--- src/rtl/linear_layer_start_fifo.sv ---
// Start-token FIFO: shift-register storage, occupancy counter and registered flags.
// Optional occupancy output port is enabled by defining START_FIFO_COUNT_EN.
module linear_layer_start_fifo #(
  parameter int DATA_WIDTH = 1,
  parameter int ADDR_WIDTH = 3,
  parameter int DEPTH      = 5
) (
  input  logic                  clk,
  input  logic                  reset,
  output logic                  if_full_n,
  input  logic                  if_write_ce,
  input  logic                  if_write,
  input  logic [DATA_WIDTH-1:0] if_din,
  output logic                  if_empty_n,
  input  logic                  if_read_ce,
  input  logic                  if_read,
  output logic [DATA_WIDTH-1:0] if_dout
`ifdef START_FIFO_COUNT_EN
  ,
  output logic [ADDR_WIDTH:0]   if_num_data_valid
`endif
);

  localparam logic [ADDR_WIDTH:0]   CNT_ONE  = (ADDR_WIDTH+1)'(1);
  localparam logic [ADDR_WIDTH:0]   CNT_FULL = (ADDR_WIDTH+1)'(DEPTH);
  localparam logic [ADDR_WIDTH:0]   CNT_ZERO = '0;

  logic [DATA_WIDTH-1:0] mem_q [DEPTH];
  logic [ADDR_WIDTH:0]   cnt_q, cnt_d;
  logic                  full_n_q, empty_n_q;
  logic                  push, pop;
  logic [ADDR_WIDTH-1:0] rd_addr;

  assign push = if_write & if_write_ce & full_n_q;
  assign pop  = if_read  & if_read_ce  & empty_n_q;

  always_comb begin
    cnt_d = cnt_q;
    if (push && !pop) begin
      cnt_d = cnt_q + CNT_ONE;
    end else if (pop && !push) begin
      cnt_d = cnt_q - CNT_ONE;
    end
  end

  // Control state: counter and flags, registered from the next-state count.
  always_ff @(posedge clk) begin
    if (reset) begin
      cnt_q     <= CNT_ZERO;
      empty_n_q <= 1'b0;
      full_n_q  <= 1'b1;
    end else begin
      cnt_q     <= cnt_d;
      empty_n_q <= (cnt_d != CNT_ZERO);
      full_n_q  <= (cnt_d != CNT_FULL);
    end
  end

  // Storage is data only: it shifts on every accepted write and is never reset.
  always_ff @(posedge clk) begin
    if (push) begin
      for (int i = DEPTH - 1; i > 0; i--) begin
        mem_q[i] <= mem_q[i-1];
      end
      mem_q[0] <= if_din;
    end
  end

  // Oldest entry sits at cnt-1; clamp the empty case to keep the index in range.
  always_comb begin
    rd_addr = '0;
    if (cnt_q != CNT_ZERO) begin
      rd_addr = ADDR_WIDTH'(cnt_q - CNT_ONE);
    end
  end

  assign if_dout    = mem_q[rd_addr];
  assign if_full_n  = full_n_q;
  assign if_empty_n = empty_n_q;

`ifdef START_FIFO_COUNT_EN
  assign if_num_data_valid = cnt_q;
`endif

endmodule

--- config.mk ---
export PLATFORM = sky130hd
export DESIGN_NAME = linear_layer_start_fifo
export DESIGN_NICKNAME = d
export VERILOG_FILES = /design/src/rtl/linear_layer_start_fifo.sv
export SDC_FILE = /design/constraint.sdc
export NUM_CORES = 1
export LEC_CHECK = 0
export ABC_AREA = 1
export CAP_MARGIN = 15
export CORE_AREA = 2 2 39 41
export CTS_CLUSTER_DIAMETER = 100
export DETAILED_ROUTE_END_ITERATION = 8
export DIE_AREA = 0 0 41 43
export PLACE_DENSITY = 0.72
export SETUP_SLACK_MARGIN = 0.02
export SKIP_CTS_REPAIR_TIMING = 1
export SLEW_MARGIN = 25
export SYNTH_ARGS = -nofsm -noshare
export SYNTH_HDL_FRONTEND = slang
export SYNTH_SLANG_ARGS = --single-unit
--- constraint.sdc ---
create_clock -name clk -period 4.8 [get_ports clk]
set_clock_uncertainty 0.15 [all_clocks]
set_input_delay 0.96 -clock clk [delete_from_list [all_inputs] [get_ports clk]]
set_output_delay 0.96 -clock clk [all_outputs]
set_load 0.02 [all_outputs]
==> impl_metrics.toml <==
[grt]
grt.overflow.total = 0
antenna_found_initial = 0
grt_start_max_net_pins = 8
grt_use_total_pct = 17.5
grt_pass1_vias = 540
grt_pass1_wl_um = 2060

[finish]
nets = 105
layout_common_cells = "nand2_1, inv_1, nand3_1"
n_antenna_cell = 0
layout_commonest_cell = "nand2_1"
syn2layout_area_growth_pct = 21.6
stdcell_area_um2 = 767
drive_gt1_share_pct = 15.8

[clocking]
root_buffer = "clkbuf_4"
cts_tree = "done"
cts.htree.levels = 1
clk_path_buf_depth = 2
cts.sinks = 11
clk_latency_ns = 0.26
tritoncts.num_buffers = 3
path_clk_slew_ns = 0.06

[yosys]
yosys.cell_types.count = 19
synth_xor_area_share_pct = 0
synth_nets = 91
yosys_warnings = 0
synthSimpleGateAreaFrac_pct = 41.7
syn_area_um2 = 631
syn_avg_cell_area_um2 = 7.69
synth-seq-area-share_pct = 42.9
synthAdderAreaFrac_pct = 3.97
synthCells = 82
synthMuxAreaShare_pct = 0
ys_ff_latch = 11
synth_compound_area_share_pct = 4.37
synth_top_family_by_area = "simple AND/OR/NAND/NOR gates"

[floorplan]
die_y_um = 43
core_area_mm2 = 0.00138
die-area_mm2 = 0.00176
ioPinCount = 10
rows = 14
die_x_um = 41
start_util_pct = 45.6

[pwr]
p_leak_uw = 0.000351
vdd_ir_drop_max_mv = 0.235
clkPwrFrac_pct = 18.8
power_density_mw_per_mm2 = 408
swShare_pct = 37.0
pwr-share-seq_pct = 38.4
comb_power_share_pct = 42.9
p_int_uw = 197
p_sw_uw = 116

[job]
cap_viol_max_count = 0

[detailed_routing]
postRouteAntennaNets = 0
via_per_inst = 4.83
num_vias = 536
first_iter_violations = 11
first_pass_iters = 3
drc = 0
routed_wl_um = 1150
drt-wirelength-per-cell_um = 10.4

[timing]
hold_viol = 0
fmax_mhz = 308
holdWs_ns = 0.307
maxSlewHeadroom_pct = 83.7
min_period_ns = 3.25
setup_viol = 0
worst_slew_pin_slew_ns = 0.245
period_share_pct = 67.6
rsz0062_at_grt = "no"
setup-tns-final_ns = 0
slew_viol_final = 0

[place]
dp_hpwl_um = 941
io_buffers = 9
placed_cell_area_um2 = 741
gp_congestion = 0.767

[setup_path]
cp-start-kind = "flip-flop"
slowest_delay_ns = 0.61
cp_common_cell = "inv_1"
r2r_cells = 10
cp_top_family = "buffers and inverters"
path_buf_inv = 3
cp-end-kind = "primary output"
cp.arrival_ns = 2.14
reg2reg_slack_ns = 3.15
path_cells = "inv_1 -> ha_1 -> inv_1 -> o2111ai_1 -> a31oi_1 -> clkdlybuf4s50_1"
cp_max_fo = 6
worstReg2RegEnd = "if_empty_n"
crit_required_ns = 3.69
critPathSlowestCell = "clkdlybuf4s50_1"
reg2reg_from = "cnt_q[0]"
worstSetupPathType = "flip-flop to primary output"

[status]
outcome = "complete, no violations"

[min_path]
hp-class = "flip-flop to flip-flop"
hp-start = "mem_q[3]"
hold_depth = 0
holdPathEnd = "mem_q[4]"
[through the flow]
step	utilization (%)	total power (uW)	setup WS (ns)	cells
global route	55.4	343	1.35	111
CTS	55.4	315	1.56	111
finish	55.4	313	1.55	111
floorplan	-	215	2.29	82
global placement	53.5	253	1.89	107
detailed placement	53.5	256	1.85	107
[routing by layer]
| metal | wire length, um | GRT usage, % |
|---|---|---|
| met2 | 544 | 26.9 |
| met4 | 19 | 10.0 |
| met5 | 0 | 0 |
| met1 | 569 | 20.7 |
| met3 | 18 | 4.71 |
[Yosys cell counts]
cell type / count / area, um^2
a31oi_1: 1 / 6.26
dfxtp_1: 6 / 120
edfxtp_1: 5 / 150
ha_1: 2 / 25.0
inv_1: 10 / 37.5
inv_2: 2 / 7.51
nand2_1: 26 / 97.6
nand2_2: 3 / 18.8
nand2_4: 1 / 11.3
nand3_1: 10 / 50.1
nand3_2: 1 / 10.0
nor2_1: 5 / 18.8
nor2_2: 1 / 6.26
nor2_4: 3 / 33.8
nor3_1: 2 / 10.0
o2111ai_1: 1 / 8.76
o211ai_1: 1 / 7.51
o21ai_1: 1 / 5.00
or2_2: 1 / 6.26
[worst max-delay path by stage]
stage	from	end	depth (start not counted)
after floorplan	cnt_q[0]	if_dout	5
after global placement	cnt_q[0]	if_dout	6
after detailed placement	cnt_q[0]	if_dout	8
after CTS	cnt_q[0]	if_dout	6
after global routing	cnt_q[0]	if_dout	8
final	cnt_q[0]	if_dout	6
[final cells by class]
cell class | instances | area [um^2]
fillers | 132 | 617
flip-flops and latches | 11 | 270
repair buffers | 9 | 90.1
clock buffers | 4 | 26.3
inverters | 12 | 45.0
well taps | 16 | 20.0
multi-input cells | 59 | 315
[power by group through the flow]
stage / clock network [uW] / logic [uW] / registers (uW)
after floorplan: 0 / 91.2 / 124
after global placement: 0 / 132 / 121
after detailed placement: 0 / 134 / 122
after CTS: 60.4 / 135 / 120
after global routing: 66.2 / 155 / 122
final: 58.8 / 134 / 120
[cells by family (layout without fill, tap and decap cells)]
family                     after synthesis  after routing
and+or+nand+nor                         53             53
DFF                                     11             11
AOI/OAI and AO/OA                        4              4
adders and majority gates                2              2
buffers and inverters                   12             25
[sequential cells by signal (all words and copies together) (netlist names)]
signal,cells
cnt_q,4
if_full_n,1
if_empty_n,1
mem_q,5
Power figures use the tool's default switching activity.
